===== config.mk =====
export PLATFORM = sky130hd
export DESIGN_NAME = config_reg_master
export DESIGN_NICKNAME = d
export VERILOG_FILES = /design/src/rtl/config_reg_master.sv
export SDC_FILE = /design/constraint.sdc
export NUM_CORES = 1
export LEC_CHECK = 0
export CORE_MARGIN = 1
export CORE_UTILIZATION = 30
export CTS_BUF_LIST = sky130_fd_sc_hd__clkbuf_16
export CTS_CLUSTER_DIAMETER = 30
export DETAILED_ROUTE_END_ITERATION = 10
export PLACE_DENSITY = 0.61
export SYNTH_ARGS = -nofsm -noshare
export SYNTH_HDL_FRONTEND = slang
export SYNTH_SLANG_ARGS = --single-unit

===== constraint.sdc =====
create_clock -name clk -period 3.1 [get_ports clk]
set_input_delay 0.93 -clock clk [delete_from_list [all_inputs] [get_ports clk]]
set_output_delay 0.93 -clock clk [all_outputs]
set_load 0.1 [all_outputs]

===== src/rtl/config_reg_master.sv =====
`default_nettype none
// ============================================================================
// Module  : config_reg_master
// Brief   : Single-command bus initiator for the 8 x 16-bit ADC config
//           register block (read, write, write-with-verify).
// Revision: 1.0  initial release
// ============================================================================
module config_reg_master #(
    parameter int DATA_W = 16,
    parameter int ADDR_W = 3,
    parameter int RD_LAT = 1
) (
    input  logic              clk,
    input  logic              reset,
    input  logic              cmd_valid,
    output logic              cmd_ready,
    input  logic [1:0]        cmd_op,
    input  logic [ADDR_W-1:0] cmd_addr,
    input  logic [DATA_W-1:0] cmd_wdata,
    output logic              reg_write,
    output logic [ADDR_W-1:0] reg_address,
    output logic [DATA_W-1:0] reg_data_in,
    input  logic [DATA_W-1:0] reg_data_out,
    output logic              rsp_valid,
    output logic [DATA_W-1:0] rsp_rdata,
    output logic              rsp_err,
    output logic              busy
);

    typedef enum logic [2:0] {
        ST_IDLE    = 3'd0,
        ST_WRITE   = 3'd1,
        ST_WAIT    = 3'd2,
        ST_CAPTURE = 3'd3,
        ST_RESP    = 3'd4
    } state_t;

    localparam logic [1:0] c_op_write   = 2'b01;
    localparam logic [1:0] c_op_wverify = 2'b10;
    localparam logic [2:0] c_lat_load   = 3'(RD_LAT - 1);

    state_t              state_q, state_d;
    logic [2:0]          cnt_q, cnt_d;
    logic [1:0]          op_q, op_d;
    logic [ADDR_W-1:0]   addr_q, addr_d;
    logic [DATA_W-1:0]   wdata_q, wdata_d;
    logic [DATA_W-1:0]   rsp_rdata_q, rsp_rdata_d;
    logic                rsp_err_q, rsp_err_d;
    logic                reg_write_q, reg_write_d;
    logic                rsp_valid_q, rsp_valid_d;
    logic                cmd_ready_q, cmd_ready_d;
    logic                busy_q, busy_d;

    always_comb begin
        state_d     = state_q;
        cnt_d       = cnt_q;
        op_d        = op_q;
        addr_d      = addr_q;
        wdata_d     = wdata_q;
        rsp_rdata_d = rsp_rdata_q;
        rsp_err_d   = rsp_err_q;

        case (state_q)
            ST_IDLE: begin
                if (cmd_valid && cmd_ready_q) begin
                    op_d    = cmd_op;
                    addr_d  = cmd_addr;
                    wdata_d = cmd_wdata;
                    if (cmd_op == c_op_write || cmd_op == c_op_wverify) begin
                        state_d = ST_WRITE;
                    end else begin
                        // reserved op 11 falls through here and behaves as a read
                        state_d = ST_WAIT;
                        cnt_d   = c_lat_load;
                    end
                end
            end
            ST_WRITE: begin
                if (op_q == c_op_wverify) begin
                    state_d = ST_WAIT;
                    cnt_d   = c_lat_load;
                end else begin
                    state_d     = ST_RESP;
                    rsp_rdata_d = '0;
                    rsp_err_d   = 1'b0;
                end
            end
            ST_WAIT: begin
                // counter is only decremented while non-zero, so it never wraps
                if (cnt_q == 3'd0) begin
                    state_d = ST_CAPTURE;
                end else begin
                    cnt_d = cnt_q - 3'd1;
                end
            end
            ST_CAPTURE: begin
                rsp_rdata_d = reg_data_out;
                rsp_err_d   = (op_q == c_op_wverify) && (reg_data_out != wdata_q);
                state_d     = ST_RESP;
            end
            ST_RESP: begin
                state_d = ST_IDLE;
            end
            default: begin
                state_d = ST_IDLE;
            end
        endcase

        // Strobes are registered copies of the next state so they are glitch-free.
        reg_write_d = (state_d == ST_WRITE);
        rsp_valid_d = (state_d == ST_RESP);
        cmd_ready_d = (state_d == ST_IDLE);
        busy_d      = (state_d != ST_IDLE);
    end

    always_ff @(posedge clk) begin
        if (reset) begin
            state_q     <= ST_IDLE;
            cnt_q       <= 3'd0;
            op_q        <= 2'b00;
            addr_q      <= '0;
            wdata_q     <= '0;
            rsp_rdata_q <= '0;
            rsp_err_q   <= 1'b0;
            reg_write_q <= 1'b0;
            rsp_valid_q <= 1'b0;
            cmd_ready_q <= 1'b1;
            busy_q      <= 1'b0;
        end else begin
            state_q     <= state_d;
            cnt_q       <= cnt_d;
            op_q        <= op_d;
            addr_q      <= addr_d;
            wdata_q     <= wdata_d;
            rsp_rdata_q <= rsp_rdata_d;
            rsp_err_q   <= rsp_err_d;
            reg_write_q <= reg_write_d;
            rsp_valid_q <= rsp_valid_d;
            cmd_ready_q <= cmd_ready_d;
            busy_q      <= busy_d;
        end
    end

    assign cmd_ready   = cmd_ready_q;
    assign busy        = busy_q;
    assign reg_write   = reg_write_q;
    assign reg_address = addr_q;
    assign reg_data_in = wdata_q;
    assign rsp_valid   = rsp_valid_q;
    assign rsp_rdata   = rsp_rdata_q;
    assign rsp_err     = rsp_err_q;

endmodule
`default_nettype wire


==> results of run 1 <==
-- power breakdown --
part | switching [mW] | internal (mW) | total [mW]
combinational | 0.360 | 0.167 | 0.527
clock | 0.202 | 0.285 | 0.487
sequential | 0.0365 | 0.658 | 0.694
total | 0.599 | 1.11 | 1.71
-- cell families after synthesis --
family                   after synthesis  share of synthesized area
AND/OR/NAND/NOR                       71                      0.170
flip-flops                            48                      0.494
AO/OA/AOI/OAI                         28                     0.0984
multiplexers                          21                      0.108
XOR/XNOR                              17                     0.0765
buffers and inverters                 14                     0.0399
adder cells (fa/ha/maj)                2                     0.0129
-- layout make-up --
cell class              instances  area, µm²
inverters                       3       11.3
fillers                       637       3280
multi-input cells             139        907
well taps                      75       93.8
clock buffers                   5        125
repair buffers                 83        721
flip-flops and latches         48        961
-- per-layer routing --
layer	vias up	wire, µm	GRT usage
met5	-	0	0
met4	0	23	0.0517
met3	2	506	0.0736
met2	58	2150	0.236
met1	736	2110	0.191
li1	846	-	-
-- stage by stage --
step           cell area, µm²  utilization
2_1_floorplan            1950            -
3_3_place_gp             2690        0.442
3_5_place_dp             2690        0.442
4_1_cts                  2820        0.462
5_1_grt                  2820        0.462
6_report                 2820        0.462
-- critical path, cell delays in order --
cell and delay, ps:
clkdlybuf4s50_1 450, nand2_1 110, nor4_4 170, buf_4 280
mux2i_1 210, nor2_1 50
-- cell usage in the layout, fill, tap and decap left out --
master           Yosys  routed
clkdlybuf4s50_1      0      39
nand3b_1             1       1
a31oi_1              2       2
nand3_1              1       1
inv_1                3       3
o311a_1              1       1
nor4_4               1       1
ha_1                 2       2
nand2b_1             2       2
buf_4                2      44
o21ai_0              4       4
and2_1               1       1
mux2i_1             21      21
nor2b_1              3       3
dfxtp_1             48      48
nor2_1              47      47
nand2_1              6       6
xor2_1               1       1
xnor2_1             16      16
or2_2                1       1
nand4_1              4       4
a21oi_1              4       4
nor4_1               3       3
o21ai_2              1       1
nand4bb_1            1       1
clkbuf_16            0       5
a22oi_1             16      16
-- state kept, by name, summed over array words and instances (netlist names) --
register and flops:
reg_address 3, busy 1, reg_data_in 16, reg_write 1
cnt_q 3, state_q 3, cmd_ready 1, rsp_err 1
rsp_valid 1, op_q 2, rsp_rdata 16
-- worst max-delay path by stage --
stage | start | end | slack (ps) | cells past startpoint
after global placement | cmd_valid | reg_address[2] | 760 | 6
after global routing | cmd_valid | reg_address[2] | 910 | 6
final | cmd_valid | reg_data_in[4] | 1050 | 6
after detailed placement | cmd_valid | reg_address[2] | 750 | 6
after CTS | reg_data_out[9] | rsp_err | 1040 | 5
after floorplan | cmd_ready | reg_data_in[0] | 1000 | 5
==> metrics, run 1 <==
die height 82.5 µm; reg2reg path depth 4; post_cts resized 0; first-pass GRT wire length 7790 µm; clk sinks 48; nature of the critical path endpoint flip-flop; starting density of the core 0.319; fraction of the cycle the final worst path needs 0.661; Startpoint Class input pin; Top Ports 80; drt via density 4.65; hold slack 494 ps; DR vias 1642; CTS H-tree depth 2; RR Startpoint state_q[0]; Post-synth ARST share 0; Die Span X 82.5 µm; top-count cell post-synth dfxtp_1; placed cells 348; Ant. Diodes 0; Worst IR Drop VDD 0.335 mV; FF+latch count, synth 48; final net count 322; Synth Flop Type dfxtp_1; number of global-route vias before repair 1592; CTS hold repair buffers 0; initial antenna violation count 0; outcome finished clean; Min-Delay Path Class flip-flop to flip-flop; Clock Tree Buf Depth 2; min-delay src reg_address[1]; Hold Path Stages 2; core area 6100 µm²; Final ANT Viol Nets 0; crit-path max FO 12; YS warnings 0; Pwr Density 606 nW/µm²; Hold Crit Endpoint reg_address[1]; synth top area cells dfxtp_1 49%, mux2i_1 11%, nor2_1 9.1%; Tot Pwr 1.71 mW; Synth Net Count 243; Finished Layout Cells 353; max_cap viols 0; row cnt 28; final setup violation count 0; hpwl dp 3490 µm; Post-synth EDFFs 0; RSZ-0062 raised after global routing false; clock root buffer clkbuf_16; final hold vios 0; clk slew on worst S/H paths 60 ps; Post-CTS Repair Setup Buffers 0; Lkg Pwr 1.12 nW; Area Growth Syn to Fin 44.9%; area leader, netlist dfxtp_1; GRT Overall Usage 0.155; dpl ws 751 ps; Crit path required time 3260 ps; layout cell share with drive strength beyond 1 0.187; Netlist Area Pre-Place 1950 µm²; worst skew pair latency 280 ps; Avg Inst Size Synth 9.68 µm²; WP data arrival 2210 ps; Num CTS Buffers 5; First-pass DRT Iterations 4; slew margin rel. 0.390; Worst R2R Setup Slack 1420 ps; worst r2r dst rsp_err; crit path time final 2050 ps; top cells by count, synth 48 x dfxtp_1, 47 x nor2_1, 21 x mux2i_1, 16 x a22oi_1, 16 x xnor2_1; number of library cell types mapped by synthesis 29; routed len/inst 13.5 µm; DRT iter0 DRCs 56; Yosys top cell area share 0.494; Gate Count Post-Synth 201; # port buffers 79; Worst-Margin Slew 914 ps; CTS tree yes; Routability Congestion 0.694; post-synthesis sequential area ratio 0.494; Worst Clk Skew 3.68 ps; remaining global-route overflow 0; largest net degree at the start of global routing 27; Die ar. 6810 µm²; DRC viols 0; Final Slew Violations 0; PnR worst setup slack 1050 ps; WS Path Type input pin to flip-flop; post-route setup TNS 0 ps; Final Routed Wirelength 4780 µm; FMAX 488 MHz
No activity file was read; power rests on OpenSTA's default activity.
==> run 2, diff against run 1 <==
==> constraint.sdc (replaced) <==
create_clock -name clk -period 2.1 [get_ports clk]
set_input_delay 0.63 -clock clk [delete_from_list [all_inputs] [get_ports clk]]
set_output_delay 0.63 -clock clk [all_outputs]
set_load 0.1 [all_outputs]
==> run 2 against run 1 <==
  * Setup slack lost 760 ps
  * First-iteration DRC count grew 64%
  * Critical path type unchanged
  * Sequential power grew 51%
  * Worst hold slack gained 14 ps
  * Via count grew 4.6%
  * Combinational power grew 68%
==> metrics, run 2 (same netlist as run 1, synthesis figures left out) <==
outcome finished clean; Setup crit start cmd_valid; Lkg Pwr 1.23 nW (+10%); Top Ports 80 (unchanged); largest net degree at the start of global routing 45 (+67%); fraction of the cycle the final worst path needs 0.859; PnR worst setup slack 295 ps (-755 ps); Final Routed Wirelength 5030 µm (+5.1%); GRT Overall Usage 0.164 (+0.00894); row cnt 28 (unchanged); Psw 0.924 mW (+54%); post_cts resized 0 (unchanged); routed len/inst 14.2 µm (+4.5%); final hold vios 0 (unchanged); max_cap viols 0 (unchanged); hpwl dp 3720 µm (+6.4%); FMAX 554 MHz; Slowest-stage cell, CP clkdlybuf4s50_1; DRC viols 0 (unchanged); slew margin rel. 0.404 (+0.0142); post-route cell area 3290 µm² (+17%); layout cell share with drive strength beyond 1 0.189 (+0.00224); cell family with the largest share of critical-path delay buffers and inverters; Startpoint Class input pin; Ant. Diodes 0 (unchanged); reg2reg path depth 5 (+1); Pint 1.75 mW (+57%); CTS H-tree depth 2 (unchanged); first-pass GRT wire length 8160 µm (+4.7%); die height 82.5 µm (unchanged); WP data arrival 1970 ps (-240 ps); drt via density 4.84 (+4.0%); Worst Setup EP op_q[1]; clk slew on worst S/H paths 60 ps (about the same); Crit path required time 2270 ps (-990 ps); CTS hold repair buffers 0 (unchanged); Routability Congestion 0.727 (+4.7%); RSZ-0062 raised after global routing false; CP Depth 6 (unchanged); Worst IR Drop VDD 0.408 mV (+22%); Clock Tree Buf Depth 2 (unchanged); Sw Share 0.346 (-0.00435); starting density of the core 0.319 (unchanged); Pwr Density 811 nW/µm² (+34%); Die ar. 6810 µm² (unchanged); Cell Area, Placed 3160 µm² (+17%); clock root buffer clkbuf_16; remaining global-route overflow 0 (unchanged); dpl ws -9.12 ps (-760 ps); RR Startpoint state_q[0]; sequential share of power 0.393 (-0.013); clock share of power 0.275 (-0.010); Die Span X 82.5 µm (unchanged); Critical Path, Cell by Cell clkdlybuf4s50_1, nand2_1, nor4_4, buf_4, mux2i_1, nor2_1; Post-CTS Repair Setup Buffers 0 (unchanged); Area Growth Syn to Fin 69.1%; clk sinks 48 (unchanged); WS Path Type input pin to flip-flop; First-pass DRT Iterations 4 (unchanged); Final Slew Violations 0 (unchanged); worst skew pair latency 280 ps (about the same); Worst Clk Skew 6.16 ps (+2.48 ps); CTS tree yes; core area 6100 µm² (unchanged); Final ANT Viol Nets 0 (unchanged); DR vias 1717 (+4.6%); Num CTS Buffers 5 (unchanged); # port buffers 79 (unchanged); final setup violation count 0 (unchanged); most frequent cells in the layout 47 x nor2_1, 47 x dfxtp_1, 39 x clkdlybuf4s50_1; nature of the critical path endpoint flip-flop; post-route setup TNS 0 ps (unchanged); crit-path max FO 12 (unchanged); worst r2r dst rsp_rdata[11]; final net count 322 (unchanged); crit path time final 1800 ps; Logic pwr share 0.332 (+0.024); Worst R2R Setup Slack 460 ps (-960 ps); DRT iter0 DRCs 92 (+64%); Worst-Margin Slew 893 ps (-21.3 ps); initial antenna violation count 0 (unchanged); Crit path largest cell delay 450 ps (about the same); Min-Delay Path Class flip-flop to flip-flop; Worst Path Buf+Inv 2 (unchanged); number of global-route vias before repair 1715 (+7.7%)
==> run 2: changes by cell type in the layout (fill, tap and decap cells not counted), sizes merged <==
cell and change:
clkinv +2
==> run 2: worst min path at each step <==
stage                  start       end  slack (ps)  cells after the start
detailed placement  cnt_q[1]  cnt_q[1]         490                      2
global route        cnt_q[1]  cnt_q[1]         510                      2
global placement    cnt_q[1]  cnt_q[1]         480                      2
CTS                 cnt_q[1]  cnt_q[1]         500                      2
finish              cnt_q[1]  cnt_q[1]         510                      2
floorplan            op_q[0]   op_q[0]         470                      2
==> run 2: area by class of cell <==
cell class                      instances  area [µm²]
Fill cell                             567        2810
Inverter                                3        11.3
Multi-Input combinational cell        139         907
Tap cell                               75        93.8
Clock buffer                            5         125
Timing Repair Buffer                   83        1180
Clock inverter                          2        7.51
Sequential cell                        48         962
==> run 2: metrics by stage <==
step / util / cells / hold WS [ps] / power (mW)
floorplan: - / 201 / 467 / 1.62
global placement: 0.518 / 348 / 482 / 1.95
detailed placement: 0.518 / 348 / 489 / 1.96
CTS: 0.540 / 355 / 503 / 2.70
global route: 0.540 / 355 / 512 / 2.78
finish: 0.540 / 355 / 508 / 2.67
==> run 2: tightest hold or removal path, stage by stage (launching register included) <==
cell and delay, ps:
dfxtp_1 320, nand2_1 60, a31oi_1 80
==> run 2: layer usage <==
metal / GRT usage / share of wire / vias up
li1: - / - / 851
met4: 0.0776 / 0.022 / 0
met5: 0 / 0 / -
met3: 0.0934 / 0.12 / 10
met1: 0.181 / 0.41 / 796
met2: 0.252 / 0.45 / 60
==> run 2: power by group through the flow <==
| stage | sequential, mW | combinational [mW] | clock, mW |
|---|---|---|---|
| 2_1_floorplan | 1.39 | 0.235 | 0 |
| 3_3_place_gp | 1.07 | 0.886 | 0 |
| 3_5_place_dp | 1.07 | 0.894 | 0 |
| 4_1_cts | 1.05 | 0.895 | 0.759 |
| 5_1_grt | 1.06 | 0.931 | 0.793 |
| 6_report | 1.05 | 0.887 | 0.734 |
==> run 3, diff against run 2 <==
--- a/config.mk
+++ b/config.mk
@@ -10,7 +10,9 @@
 export CTS_BUF_LIST = sky130_fd_sc_hd__clkbuf_16
 export CTS_CLUSTER_DIAMETER = 30
 export DETAILED_ROUTE_END_ITERATION = 10
+export GPL_TIMING_DRIVEN = 0
 export PLACE_DENSITY = 0.61
 export SYNTH_ARGS = -nofsm -noshare
 export SYNTH_HDL_FRONTEND = slang
 export SYNTH_SLANG_ARGS = --single-unit
+export TNS_END_PERCENT = 50
==> constraint.sdc (replaced) <==
create_clock -name clk -period 2.1 [get_ports clk]
set_input_delay 0.63 -clock clk [delete_from_list [all_inputs] [get_ports clk]]
set_output_delay 0.63 -clock clk [all_outputs]
set_load 0.02 [all_outputs]
==> run 3 against run 2 <==
  * Count of clock-buffer cells in the layout stayed put
  * Fmax down 7.5%
  * Non-clock buffer count rose by 6
  * Clock power increased by 55%
==> metrics, run 3 (same netlist as run 1, synthesis figures left out) <==
Final Util 0.498 (-0.0419); final hold vios 0 (unchanged); Lkg Pwr 1.10 nW (-11%); clock root buffer clkbuf_16; initial antenna violation count 0 (unchanged); largest net degree at the start of global routing 16 (-64%); Routability Congestion 0.738 (+1.5%); CTS hold repair buffers 0 (unchanged); worst skew pair latency 290 ps (about the same); Worst IR Drop VDD 0.507 mV (+24%); Clock Tree Buf Depth 2 (unchanged); sequential share of power 0.380 (-0.013); most frequent cells in the layout 78 x clkdlybuf4s50_1, 48 x dfxtp_1, 47 x nor2_1; clk slew on worst S/H paths 60 ps (about the same); Final ANT Viol Nets 0 (unchanged); crit-path max FO 10 (-2); Logic pwr share 0.193 (-0.139); clk sinks 48 (unchanged); number of global-route vias before repair 1640 (-4.4%); Pint 2.04 mW (+17%); commonest non-fill, non-tap cell in the layout clkdlybuf4s50_1; Die ar. 6810 µm² (unchanged); Top Ports 80 (unchanged); Area Growth Syn to Fin 56.0%; Ant. Diodes 0 (unchanged); DR vias 1686 (-1.8%); max_cap viols 0 (unchanged); # port buffers 78 (-1.3%); Fillers 614 (+8.3%); final net count 328 (+1.9%); Die Span X 82.5 µm (unchanged); hpwl dp 3680 µm (-1.2%); First-pass DRT Iterations 4 (unchanged); CTS tree yes; layout cell share with drive strength beyond 1 0.0592 (-0.130); fraction of the cycle the final worst path needs 0.930 (+0.0701); Pwr Density 884 nW/µm² (+9.0%); slew margin rel. 0.669 (+0.264); Num CTS Buffers 5 (unchanged); final setup violation count 0 (unchanged); Cell Area, Placed 2820 µm² (-11%); remaining global-route overflow 0 (unchanged); Tot Pwr 2.68 mW (+0.50%); drt via density 4.66 (-3.7%); first-pass GRT wire length 7920 µm (-2.9%); clock share of power 0.427 (+0.152); RSZ-0062 raised after global routing false; GRT Overall Usage 0.159 (-0.00436); Final Slew Violations 0 (unchanged); Worst-Margin Slew 493 ps (-400 ps); DRT iter0 DRCs 54 (-41%); Startpoint Class input pin; DRC viols 0 (unchanged); CTS H-tree depth 2 (unchanged); Post-CTS Repair Setup Buffers 0 (unchanged); outcome finished clean; post-route cell area 3040 µm² (-7.8%); WS Path Type input pin to flip-flop; Worst Clk Skew 1.91 ps (-4.25 ps); crit path time final 1950 ps (+147 ps); Sw Share 0.238 (-0.108); routed len/inst 13.9 µm (-2.2%); core area 6100 µm² (unchanged); nature of the critical path endpoint flip-flop; starting density of the core 0.319 (unchanged); Final Routed Wirelength 5010 µm (-0.24%); FMAX 512 MHz (-7.5%); row cnt 28 (unchanged); post-route setup TNS 0 ps (unchanged); WP data arrival 2110 ps (+140 ps); Min-Delay Path Class flip-flop to flip-flop; die height 82.5 µm (unchanged); Crit path required time 2260 ps (about the same); post_cts resized 0 (unchanged); Psw 0.639 mW (-31%)
==> run 3: cell types whose count changed in the layout (fill, tap and decap cells not counted), sizes merged <==
cell / delta
buf: -39
bufinv: +3
clkbuf: +6
clkdlybuf4s50: +39
clkinv: -2
==> run 3: layout make-up <==
class / count / area, µm² / share of cell area
clock inverter: 3 / 90.1 / 0.0297
inverter: 3 / 11.3 / 0.00371
clock buffer: 5 / 125 / 0.0412
timing repair buffer: 78 / 781 / 0.257
multi-input combinational: 139 / 907 / 0.299
sequential: 48 / 961 / 0.317
tap: 75 / 93.8 / 0.0309
buffer: 11 / 66.3 / 0.0218
==> run 3: layer usage <==
layer / share of wire / routed length (µm) / global-route usage / vias to the layer above
met5: 0 / 0 / 0 / -
met4: 0.013 / 67 / 0.0517 / 0
met1: 0.45 / 2240 / 0.193 / 762
li1: - / - / - / 856
met3: 0.10 / 501 / 0.0736 / 6
met2: 0.44 / 2200 / 0.250 / 62
==> run 3: worst paths after layout <==
path,endpoint,from,slack [ps],cells past startpoint
worst max-delay path,reg_data_in[5],cmd_valid,150,6
worst min-delay path,cnt_q[1],cnt_q[1],500,2
worst max register to register,reg_data_in[5],state_q[2],520,4
worst min register to register,cnt_q[1],cnt_q[1],500,2
==> run 3: per-stage QoR <==
stage	instances	hold slack, ps	worst slack, ps
6_report	362	495	148
5_1_grt	362	545	13.5
4_1_cts	362	504	137
3_5_place_dp	354	487	-122
3_3_place_gp	354	479	-152
2_1_floorplan	201	467	510
==> run 3: power groups by stage <==
stage          Combinational (mW)  Sequential, mW  Clock, mW
2_1_floorplan               0.235            1.09          0
3_3_place_gp                0.520            1.04          0
3_5_place_dp                0.520            1.04          0
4_1_cts                     0.523            1.02       1.17
5_1_grt                     0.562            1.03       1.20
6_report                    0.518            1.02       1.14
==> run 3: worst max-delay path: stages <==
cell and delay, ps:
clkdlybuf4s50_1 450, nand2_1 120, nor4_4 390, buf_6 250, mux2i_1 220, nor2_1 50
